==> src/rtl/difftest_step_issuer_pkg.sv <==
// Shared types and helpers for the difftest step issuer.
//   state_e : issuer FSM states (RUN accumulates/batches, DRAIN empties, HALT is terminal)
//   sat_min : issue amount, the accumulator clipped to what one step pulse can carry
package difftest_step_pkg;

  typedef enum logic [1:0] {
    RUN   = 2'd0,
    DRAIN = 2'd1,
    HALT  = 2'd2
  } state_e;

  function automatic int unsigned sat_min(input int unsigned acc, input int unsigned lim);
    return (acc < lim) ? acc : lim;
  endfunction

endpackage

==> src/rtl/difftest_step_issuer_if.sv <==
// Bundle between the commit-count aggregator / stepping bridge and the step issuer.
//   in_valid/in_count/in_ready : per-cycle commit counts (ready = accumulator has room)
//   flush_req/flush_done       : drain request and completion pulse
//   simv_result                : deferred software result, non-zero = stop
//   step/pending/halted        : step pulse, accumulator value, halted flag
// master = aggregator/bridge side, slave = issuer.
interface difftest_step_issuer_if #(
  parameter int STEP_WIDTH  = 8,
  parameter int EVENT_WIDTH = 4
);
  logic                   in_valid;
  logic [EVENT_WIDTH-1:0] in_count;
  logic                   in_ready;
  logic                   flush_req;
  logic                   flush_done;
  logic [7:0]             simv_result;
  logic [STEP_WIDTH-1:0]  step;
  logic [STEP_WIDTH:0]    pending;
  logic                   halted;

  modport master (
    output in_valid, in_count, flush_req, simv_result,
    input  in_ready, flush_done, step, pending, halted
  );

  modport slave (
    input  in_valid, in_count, flush_req, simv_result,
    output in_ready, flush_done, step, pending, halted
  );
endinterface

==> src/rtl/difftest_step_idle_timer.sv <==
// Saturating idle counter for the step issuer.
//   clock, reset : clock, synchronous active-high reset
//   clr          : zero the counter (has priority over en)
//   en           : count one idle cycle
//   hit          : counter sits at LIMIT
module difftest_step_idle_timer #(
  parameter int LIMIT = 16,
  parameter int W     = 5
) (
  input  logic clock,
  input  logic reset,
  input  logic clr,
  input  logic en,
  output logic hit
);
  logic [W-1:0] cnt;

  always_ff @(posedge clock) begin
    if (reset)                            cnt <= '0;
    else if (clr)                         cnt <= '0;
    else if (en && (cnt != W'(LIMIT)))    cnt <= cnt + 1'b1;
  end

  assign hit = (cnt == W'(LIMIT));
endmodule

==> src/rtl/difftest_step_issuer.sv <==
// Batches per-cycle commit counts into one-cycle step pulses for the difftest
// stepping bridge, and stops for good once the software reports a non-zero result.
//   clock, reset : clock, synchronous active-high reset
//   bus (slave)  : commit input handshake, flush request/done, simv_result in,
//                  step pulse / pending accumulator / halted out
module difftest_step_issuer
  import difftest_step_pkg::*;
#(
  parameter int STEP_WIDTH    = 8,
  parameter int EVENT_WIDTH   = 4,
  parameter int BATCH_MAX     = 64,
  parameter int FLUSH_TIMEOUT = 16
) (
  input  logic                   clock,
  input  logic                   reset,
  difftest_step_issuer_if.slave  bus
);
  localparam int unsigned STEP_MAX = (1 << STEP_WIDTH) - 1;
  localparam int unsigned IN_MAX   = (1 << EVENT_WIDTH) - 1;
  localparam int unsigned ACC_MAX  = 2 * STEP_MAX + 1;
  localparam int          AW       = STEP_WIDTH + 1;
  localparam int          TW       = (FLUSH_TIMEOUT > 0) ? $clog2(FLUSH_TIMEOUT + 1) : 1;

  state_e                state, state_nxt;
  logic [AW-1:0]         acc, acc_nxt;
  logic [7:0]            res_q;
  logic [STEP_WIDTH-1:0] issued, step_q;
  logic                  issue, fire, rdy, tmr_hit, done_nxt, done_q, halted_q;

  // Headroom check guarantees acc + in_count can never wrap.
  assign rdy  = (state == RUN) && (acc <= AW'(ACC_MAX - IN_MAX));
  assign fire = bus.in_valid && rdy;

  always_comb begin
    issue     = 1'b0;
    state_nxt = state;
    done_nxt  = 1'b0;
    case (state)
      RUN: begin
        if (res_q != 8'd0) begin
          state_nxt = HALT;                 // halt suppresses any issue this cycle
        end else if (bus.flush_req) begin
          issue     = (acc != '0);
          state_nxt = DRAIN;
        end else if ((acc >= AW'(BATCH_MAX)) ||
                     ((FLUSH_TIMEOUT != 0) && tmr_hit && (acc != '0))) begin
          issue = 1'b1;
        end
      end
      DRAIN: begin
        if (res_q != 8'd0) state_nxt = HALT;
        else               issue     = (acc != '0);
      end
      default: ;                            // HALT: frozen until reset
    endcase

    issued  = issue ? STEP_WIDTH'(sat_min(32'(acc), STEP_MAX)) : '0;
    acc_nxt = acc - AW'(issued) + (fire ? AW'(bus.in_count) : '0);

    // A drain that empties the accumulator (including an empty flush, or one
    // finished in the request cycle) completes here and returns to RUN.
    if ((state_nxt == DRAIN) && (acc_nxt == '0)) begin
      state_nxt = RUN;
      done_nxt  = 1'b1;
    end
  end

  always_ff @(posedge clock) begin
    if (reset) begin
      state    <= RUN;
      acc      <= '0;
      res_q    <= '0;
      step_q   <= '0;
      done_q   <= 1'b0;
      halted_q <= 1'b0;
    end else begin
      state    <= state_nxt;
      acc      <= acc_nxt;
      res_q    <= bus.simv_result;          // DPI side writes asynchronously
      step_q   <= issued;
      done_q   <= done_nxt;
      halted_q <= (state_nxt == HALT);
    end
  end

  difftest_step_idle_timer #(.LIMIT(FLUSH_TIMEOUT), .W(TW)) u_idle (
    .clock (clock),
    .reset (reset),
    .clr   ((fire && (bus.in_count != '0)) || issue),
    .en    (acc != '0),
    .hit   (tmr_hit)
  );

  assign bus.in_ready   = rdy;
  assign bus.step       = step_q;
  assign bus.pending    = acc;
  assign bus.flush_done = done_q;
  assign bus.halted     = halted_q;
endmodule
==> src/flat_wrapper.sv <==
// flat-port wrapper written by rule: the top's interface ports become plain ports
module difftest_step_issuer_flat import difftest_step_pkg::*;
#(
  parameter int STEP_WIDTH    = 8,
  parameter int EVENT_WIDTH   = 4,
  parameter int BATCH_MAX     = 64,
  parameter int FLUSH_TIMEOUT = 16
)
  (clock, reset, bus_in_valid, bus_in_count, bus_flush_req, bus_simv_result, bus_in_ready, bus_flush_done, bus_step, bus_pending, bus_halted);
  difftest_step_issuer_if #(.STEP_WIDTH(STEP_WIDTH), .EVENT_WIDTH(EVENT_WIDTH)) bus_i ();
  input  logic clock;
  input  logic reset;
  input wire logic [$bits(bus_i.in_valid)-1:0] bus_in_valid;
  input wire logic [$bits(bus_i.in_count)-1:0] bus_in_count;
  input wire logic [$bits(bus_i.flush_req)-1:0] bus_flush_req;
  input wire logic [$bits(bus_i.simv_result)-1:0] bus_simv_result;
  output wire logic [$bits(bus_i.in_ready)-1:0] bus_in_ready;
  output wire logic [$bits(bus_i.flush_done)-1:0] bus_flush_done;
  output wire logic [$bits(bus_i.step)-1:0] bus_step;
  output wire logic [$bits(bus_i.pending)-1:0] bus_pending;
  output wire logic [$bits(bus_i.halted)-1:0] bus_halted;
  assign bus_i.in_valid = bus_in_valid;
  assign bus_i.in_count = bus_in_count;
  assign bus_i.flush_req = bus_flush_req;
  assign bus_i.simv_result = bus_simv_result;
  assign bus_in_ready = bus_i.in_ready;
  assign bus_flush_done = bus_i.flush_done;
  assign bus_step = bus_i.step;
  assign bus_pending = bus_i.pending;
  assign bus_halted = bus_i.halted;
  difftest_step_issuer #(.STEP_WIDTH(STEP_WIDTH), .EVENT_WIDTH(EVENT_WIDTH), .BATCH_MAX(BATCH_MAX), .FLUSH_TIMEOUT(FLUSH_TIMEOUT)) u_core (.clock(clock), .reset(reset), .bus(bus_i));
endmodule
==> config.mk <==
export PLATFORM = sky130hd
export DESIGN_NAME = difftest_step_issuer_flat
export DESIGN_NICKNAME = d
export VERILOG_FILES = /design/src/rtl/difftest_step_issuer_pkg.sv /design/src/rtl/difftest_step_issuer_if.sv /design/src/rtl/difftest_step_idle_timer.sv /design/src/rtl/difftest_step_issuer.sv /design/src/flat_wrapper.sv
export SDC_FILE = /design/constraint.sdc
export NUM_CORES = 1
export LEC_CHECK = 0
export ABC_AREA = 1
export CORE_MARGIN = 2
export CORE_UTILIZATION = 45
export CTS_BUF_LIST = sky130_fd_sc_hd__clkbuf_2 sky130_fd_sc_hd__clkbuf_4 sky130_fd_sc_hd__clkbuf_8
export DETAILED_ROUTE_END_ITERATION = 10
export PLACE_DENSITY = 0.8
export SYNTH_ARGS = -nofsm -noshare
export SYNTH_HDL_FRONTEND = slang
export SYNTH_SLANG_ARGS = --single-unit
export TNS_END_PERCENT = 1
==> constraint.sdc <==
create_clock -name clock -period 4.05 [get_ports clock]
set_input_delay 1.215 -clock clock [delete_from_list [all_inputs] [get_ports clock]]
set_output_delay 1.215 -clock clock [all_outputs]
set_load 0.02 [all_outputs]
# After elaboration in Yosys (flattened, before gate mapping)
# Index checks and enable logic that the tools add are counted.
[totals] regBits=34 latch_bits=0 ram_bits=0 romBits=0 in_bits=16 output_inout_bits=20 wordCells=46 n_memories=0
[op_classes] add_sub_neg=3 mul=0 n_div=0 n_lt_le_gt_ge=3 n_eq_ne=5 shift=0 n_mux=14 bitwise=0 reduce_logical=14
[op_table] cell="8-bit two-way mux" n=2
[op_table] cell="9-bit adder" n=1
[op_table] cell="9-bit by 7-bit >= comparator with 1-bit output (second input constant)" n=1
[op_table] cell="9-bit less-or-equal comparator (second input constant)" n=1
[op_table] cell="9-bit logical NOT" n=1
[op_table] cell="9-bit by 8-bit < comparator with 1-bit output (second input constant)" n=1
[op_table] cell="9-bit nonzero test" n=1
[op_table] cell="9-bit by 8-bit subtractor with 9-bit output" n=1
[op_table] cell="2-bit two-way mux" n=4
[op_table] cell="8-bit nonzero test" n=1
[op_table] cell="1-bit logical AND" n=6
[op_table] cell="5-bit by 1-bit adder with 5-bit output (second input constant)" n=1
[op_table] cell="5-bit == test (second input constant)" n=1
[op_table] cell="1-bit two-way mux" n=5
[op_table] cell="5-bit != test (second input constant)" n=1
[op_table] cell="2-bit by 1-bit == test with 1-bit output (second input constant)" n=2
[op_table] cell="4-bit two-way mux" n=1
[op_table] cell="2-bit one-hot mux with 2 select lines" n=1
[op_table] cell="4-bit nonzero test" n=1
[op_table] cell="2-bit == test (second input constant)" n=1
[op_table] cell="2-bit logical NOT" n=1
[op_table] cell="1-bit logical OR" n=2
[op_table] cell="1-bit one-hot mux with 2 select lines" n=1
[op_table] cell="2-bit OR reduction" n=1

# Logic depth before layout (Yosys ltp)
# Gate-level depths: netlist of run 1.
[logic_depth] ltp_word=14 depth_mapped=20 ltp_nobuf=20

# By module
# From an unflattened synthesis of run 1, not the netlist that was laid out.
[hier_totals] hier_cells=309 hier_area_um2=2248.4
[by_module_without_submodules] module="difftest_step_issuer" n_inst=1 cells_per_inst=267 area_per_inst_um2=1973.1 seq_area_each_um2=580.6
[by_module_without_submodules] module="difftest_step_idle_timer" n_inst=1 cells_per_inst=42 area_per_inst_um2=275.3 seq_area_each_um2=100.1

# Worst setup path after synthesis of run 1
# Ideal clock, no wire load.
[synth_path] kind="in2reg" from="input port bus_flush_req" to="register u_core.state[0]" setup_time_ps=109 arrival_ps=3334 t_required_ps=3941 path_slack_ps=607 cell_stages=17 path_buffers=0 cell_sequence="inv_1 nand4_2 nand3_4 nor2_1 fa_1 inv_1 fa_1 nand2_1 nand2_1 nand3b_1 nand2_1 nand2_1 nand2_1 nor2_1 nand3_1 nand2_1 inv_1"
[synth_via] elab_chain_cells=9 elab_cells_between_ends=13 cone_classes="add/sub (2); eq/ne (1); mux (8); reduce/logical (2)"
[synth_rtl] element="from (decl)" line="flat_wrapper.sv:15" source="input wire logic [$bits(bus_i.flush_req)-1:0] bus_flush_req;"
[synth_rtl] element="1-bit two-way mux" line="difftest_step_issuer.sv:42" source="end else if (bus.flush_req) begin"
[synth_rtl] element="1-bit two-way mux" line="difftest_step_issuer.sv:40" source="if (res_q != 8'd0) begin"
[synth_rtl] element="1-bit one-hot mux with 2 select lines" line="difftest_step_issuer.sv:38" source="case (state)"
[synth_rtl] element="8-bit two-way mux" line="difftest_step_issuer.sv:57" source="issued = issue ? STEP_WIDTH'(sat_min(32'(acc), STEP_MAX)) : '0;"
[synth_rtl] element="net u_core.issued[1]" line="difftest_step_issuer.sv:27" source="logic [STEP_WIDTH-1:0] issued, step_q;"
[synth_rtl] element="9-bit by 8-bit subtractor with 9-bit output" line="difftest_step_issuer.sv:58" source="acc_nxt = acc - AW'(issued) + (fire ? AW'(bus.in_count) : '0);"
[synth_rtl] element="9-bit adder" line="difftest_step_issuer.sv:58"
[synth_rtl] element="9-bit logical NOT" line="difftest_step_issuer.sv:62" source="if ((state_nxt == DRAIN) && (acc_nxt == '0)) begin"
[synth_rtl] element="1-bit logical AND" line="difftest_step_issuer.sv:62"
[synth_rtl] element="2-bit two-way mux" line="difftest_step_issuer.sv:62"
[synth_rtl] element="to (signal assigned)" line="difftest_step_issuer.sv:77" source="state <= state_nxt;"
[synth_rtl] element="to (decl)" line="difftest_step_issuer.sv:24" source="state_e state, state_nxt;"
# The timed path passes the listed nets, and every way through them passes these cells.
# A chain may end at the register's enable or synchronous reset.

# Final worst setup path of run 1
# Same ends and word-level chain as after synthesis.

==> qor.yml, run 1 <==
syn2layout_area_growth_pct: 25.06
maxCapViolations: 0
finalHoldViolations: 0
core_area_sq_um: 4294
fin_area_sq_um: 2479
maxSlewHeadroom_pct: 44.43
drt_pass1_iterations: 5
gp_congestion: 0.8747
synth_nets: 305
reg2reg_slack_ps: 900
critPathKind: "primary input to register"
initial_core_util_pct: 46.15
avgRoutedWirePerCell_microns: 11.43
wirelength_mm: 4.149
p_leak_nw: 1.185
cts_setup_buffers: 0
rsz0062_at_grt: "no"
die_w_microns: 70.37
syn_inst: 270
worst_slew_pin_slew_ps: 831.0
synth_cell_type_count: 30
antenna_cells: 0
grt_pass1_vias: 1683
synth_seq_cells: 34
cp_max_fo: 7
clock-sinks: 34
io_pins: 36
place.port_buffers: 35
post_cts_resized: 0
clk_pin_slew_ps: 70
hp-class: "register to register"
rr_endpoint: "u_core.state[0]$_SDFF_PP0_"
hold_buffers: 0
drive_above_1_share_pct: 13.83
overflow: 0
fin_ws_ps: 336.3
start_kind: "primary input"
fin_skew_ps: 3.302
track_usage_pct: 18.01
rows: 24
seq_area_frac_synth_pct: 34.34
synthFlopType: "dfxtp_1"
grt_max_degree: 23
synthArstFlopShare_pct: 0
clock_tree.buffer_depth: 2
end_kind: "register"
status: "finished clean"
placed_cell_area_sq_um: 2400
clock_latency_ps: 290
worstPathRequired_ps: 4240
irDropWorstVdd_uv: 459.6
cp.arrival_ps: 3900
r2r-start: "u_core.u_idle.cnt[0]$_SDFFE_PP0P_"
avgSynthCellArea_sq_um: 7.340
cts_made_buffers: 5
setup_viol: 0
slew_viol_final: 0
cts_tree: "yes"
hold_start: "u_core.u_idle.cnt[1]$_SDFFE_PP0P_"
most-common-layout-cells: "nand2_1, inv_1, clkdlybuf4s50_1, dfxtp_1, nor2_1"
drtIter0Drc: 62
antenna_found_initial: 0
total_power_mw: 1.522
synth_edf_count: 0
root_buffer: "clkbuf_8"
reg2reg_depth: 19
fin_crit_ps: 3714
vias_per_cell: 4.749
setup_tns_ps: 0
vias: 1724
die_h_microns: 70.37
holdPathEnd: "u_core.u_idle.cnt[1]$_SDFFE_PP0P_"
power.density_nw_per_um2: 614.0
htree_levels: 2
post-route-drc-count: 0
ys.warnings.count: 0
post-route-period-util_pct: 91.70
holdPathStages: 4
grt_pass1_wl_mm: 7.100
synth.cell_area_sq_um: 1982
nets: 346
fmax_mhz: 269.3
die_area_sq_um: 4951
dpl.hpwl_mm: 3.344
final_common_cell: "nand2_1"
final_util_pct: 57.72
place_ws_ps: 61.31
drtAntennaViolNets: 0
==> logic make-up after synthesis <==
group / count (synthesis) / synth area share, %
AOI/OAI and AO/OA: 15 / 4.483
xor gates and xnor gates: 4 / 1.768
adders and majority gates: 19 / 13.51
buffers and inverters: 55 / 10.61
DFF: 34 / 34.34
and+or+nand+nor: 143 / 35.29
==> worst max-delay path: stages <==
cell and delay (ps):
clkdlybuf4s50_1 400, inv_1 90, nand4_2 130, nand3_4 140, nor2_1 70, fa_1 510
inv_1 80, fa_1 480, nand2_1 90, nand2_1 80, nand3b_1 110, nand2_1 60
nand2_1 80, nand2_1 50, nor2_1 90, nand3_1 100, nand2_1 70, inv_1 40
==> worst max-delay path by stage <==
stage	to	startpoint	depth (start not counted)
after floorplan	u_core.state[0]$_SDFF_PP0_	bus_flush_req	17
after global placement	u_core.state[0]$_SDFF_PP0_	bus_flush_req	18
after detailed placement	u_core.state[0]$_SDFF_PP0_	bus_flush_req	18
after CTS	u_core.state[0]$_SDFF_PP0_	bus_flush_req	18
after global routing	u_core.bus.flush_done$_SDFF_PP0_	bus_flush_req	17
final	u_core.state[0]$_SDFF_PP0_	bus_flush_req	18
==> Yosys cell counts, types with 2 or more instances <==
cell / n / share of area [%]
nand2_1: 54 / 10
inv_1: 44 / 8.3
dfxtp_1: 34 / 34
nor2_1: 32 / 6.1
nand3_1: 19 / 4.8
ha_1: 15 / 9.5
a21oi_1: 11 / 2.8
nor2_2: 11 / 3.5
nor3_1: 9 / 2.3
inv_2: 7 / 1.3
fa_1: 4 / 4.0
nand2_2: 4 / 1.3
o21ai_2: 3 / 1.3
clkbuf_1: 2 / 0.38
nand3b_1: 2 / 0.76
nand4_1: 2 / 0.63
nor3_2: 2 / 1.0
xnor2_1: 2 / 0.88
xor2_1: 2 / 0.88
==> power breakdown <==
part | internal [mW] | switching [mW]
sequential | 0.382 | 0.0589
combinational | 0.334 | 0.512
clock | 0.115 | 0.120
==> sequential cells by signal, indices dropped and copies added, names as in the netlist <==
register,flops
u_core.u_idle.cnt,5
u_core.bus.pending,9
u_core.bus.halted,1
u_core.bus.flush_done,1
u_core.state,2
u_core.bus.step,8
u_core.res_q,8
==> layer usage <==
| metal | up-vias | routed length, microns | global-route usage [%] |
|---|---|---|---|
| met3 | 4 | 258 | 5.772 |
| met1 | 770 | 1882 | 21.06 |
| met2 | 35 | 1952 | 30.71 |
| met5 | - | 0 | 0 |
| met4 | 0 | 55 | 6.410 |
| li1 | 915 | - | - |
==> metrics by stage <==
step / hold WS (ps) / std cells
global route: 586.2 / 363
detailed placement: 554.3 / 356
CTS: 565.5 / 363
floorplan: 524.1 / 270
finish: 560.4 / 363
global placement: 546.7 / 356
==> layout make-up <==
class	instances	area [sq um]
clock buffers	5	68.82
clock inverters	2	10.01
fillers	386	1815
inverters	52	197.7
multi-input cells	181	1091
flip-flops and latches	34	680.7
well taps	52	65.06
repair buffers	37	365.4
(Power assumes the default switching activity.)
==> run 2: changes to the inputs <==
CAP_MARGIN = 20   (was unset)
==> results of run 2 <==
Final layout, timing and power as in run 1 (identical DEF).
==> run 3: changes to the inputs <==
DONT_BUFFER_PORTS = 1   (was unset)
PLACE_DENSITY = 0.7   (was 0.8)
TNS_END_PERCENT = 5   (was 1)
==> qor.yml, run 3 (synthesized netlist as in run 1, its figures left out) <==
setup_tns_ps: 0
drtIter0Drc: 53
grt_max_degree: 31
final_common_cell: "nand2_1"
fin_area_sq_um: 2130
maxCapViolations: 0
total_power_mw: 1.466
drtAntennaViolNets: 0
antenna_found_initial: 0
gp_congestion: 0.8681
switching_share_pct: 46.41
end_kind: "register"
dpl.hpwl_mm: 2.989
place.port_buffers: 0
initial_core_util_pct: 46.15
most-common-layout-cells: "nand2_1, inv_1, dfxtp_1, nor2_1, nand3_1"
hold_buffers: 0
post-route-drc-count: 0
grt_pass1_wl_mm: 6.513
finalHoldViolations: 0
drive_above_1_share_pct: 15.27
clock_power_share_pct: 18.1
hp-class: "register to register"
cp_max_fo: 10
p_switching_mw: 0.6806
cts_tree: "yes"
vias_per_cell: 4.835
start_kind: "primary input"
drt_pass1_iterations: 4
power.density_nw_per_um2: 688.6
die_w_microns: 70.37
power.share.sequential_pct: 33.2
htree_levels: 2
track_usage_pct: 16.69
setup_viol: 0
grt_pass1_vias: 1467
clock-sinks: 34
worst_slew_pin_slew_ps: 488.7
fin_skew_ps: 9.459
cp.arrival_ps: 3570
wl_met2_mm: 1.762
clock_latency_ps: 290
top_layer_used: "met4"
core_area_sq_um: 4294
route.met3.wl_microns: 231
wl_met1_mm: 1.719
critPathMaxStageDelay_ps: 510
slowest_stage: "fa_1"
largest_reg_flops: 9
p_comb_share_pct: 48.8
cts_setup_buffers: 0
cts_made_buffers: 5
crit_chain: "inv_1 > nand4_2 > nand3_4 > nor2_1 > fa_1 > inv_1 > fa_1 > nand2_1 > nand2_1 > nand3b_1 > nand2_1 > nand2_1 > nand2_1 > nor2_1 > nand3_1 > nand2_1 > inv_1"
slew_viol_final: 0
nets: 309
intPower_mw: 0.7858
post_cts_resized: 0
overflow: 0
fin_crit_ps: 3377
io_pins: 36
post-route-period-util_pct: 83.39
rows: 24
rsz0062_at_grt: "no"
clk_pin_slew_ps: 70
p_leak_nw: 1.050
vias: 1581
die_area_sq_um: 4951
worstPathRequired_ps: 4240
maxSlewHeadroom_pct: 67.38
irDropWorstVdd_uv: 397.7
fmax_mhz: 296.1
avgRoutedWirePerCell_microns: 11.51
syn2layout_area_growth_pct: 7.449
critPathKind: "primary input to register"
die_h_microns: 70.37
antenna_cells: 0
root_buffer: "clkbuf_8"
placed_cell_area_sq_um: 2034
status: "finished clean"
clock_tree.buffer_depth: 2
fillers: 416
wirelength_mm: 3.764
cp_common_cell: "nand2_1"
run 3: cell count changes in the layout (fill, tap and decap cells not counted), sizes merged:
cell / previous run / this run
buf: 2 / 0
clkbuf: 5 / 6
clkdlybuf4s50: 35 / 0
clkinv: 2 / 1
clkinvlp: 0 / 1
run 3: layout make-up:
class                   instances  area, sq um  share of cell area (%)
clock buffers                   6        82.58                   3.878
clock inverters                 2        12.51                  0.5875
inverters                      52        197.7                   9.283
multi-input cells             181         1091                   51.23
flip-flops and latches         34        680.7                   31.96
well taps                      52        65.06                   3.055
run 3: worst paths after layout:
kind                                                   startpoint                                end  slack (ps)  cells after the start
worst max-delay path                                bus_flush_req         u_core.state[0]$_SDFF_PP0_         670                     17
worst max register to register  u_core.u_idle.cnt[0]$_SDFFE_PP0P_         u_core.state[0]$_SDFF_PP0_         810                     19
worst min register to register  u_core.u_idle.cnt[3]$_SDFFE_PP0P_  u_core.u_idle.cnt[3]$_SDFFE_PP0P_         550                      4
worst min-delay path            u_core.u_idle.cnt[3]$_SDFFE_PP0P_  u_core.u_idle.cnt[3]$_SDFFE_PP0P_         550                      4
run 3: metrics by stage:
step                setup WS (ps)  cells  utilization, %  hold slack (ps)
floorplan                   607.3    270               -            524.1
global placement            423.1    319           47.38            546.7
detailed placement          404.5    319           47.38            546.2
CTS                         684.0    327           49.59            559.9
global route                460.3    327           49.59            606.5
finish                      672.6    327           49.59            554.9
run 3: layer usage:
metal / global-route usage (%) / vias up
met5: 0 / -
met4: 6.197 / 0
met3: 6.205 / 7
met2: 26.94 / 32
met1: 20.18 / 698
li1: - / 844
run 3: power by group through the flow:
stage	Combinational (mW)	Clock, mW	Sequential (mW)
3_5_place_dp	0.713	0	0.495
2_1_floorplan	0.598	0	0.473
6_report	0.715	0.265	0.486
3_3_place_gp	0.704	0	0.494
5_1_grt	0.847	0.284	0.494
4_1_cts	0.717	0.269	0.487
run 3: worst max-delay path, delay by kind of cell:
kind          cells  cell delay (ps)
simple gates     12             1200
buf+inv           3              160
fa+ha+maj         2              980
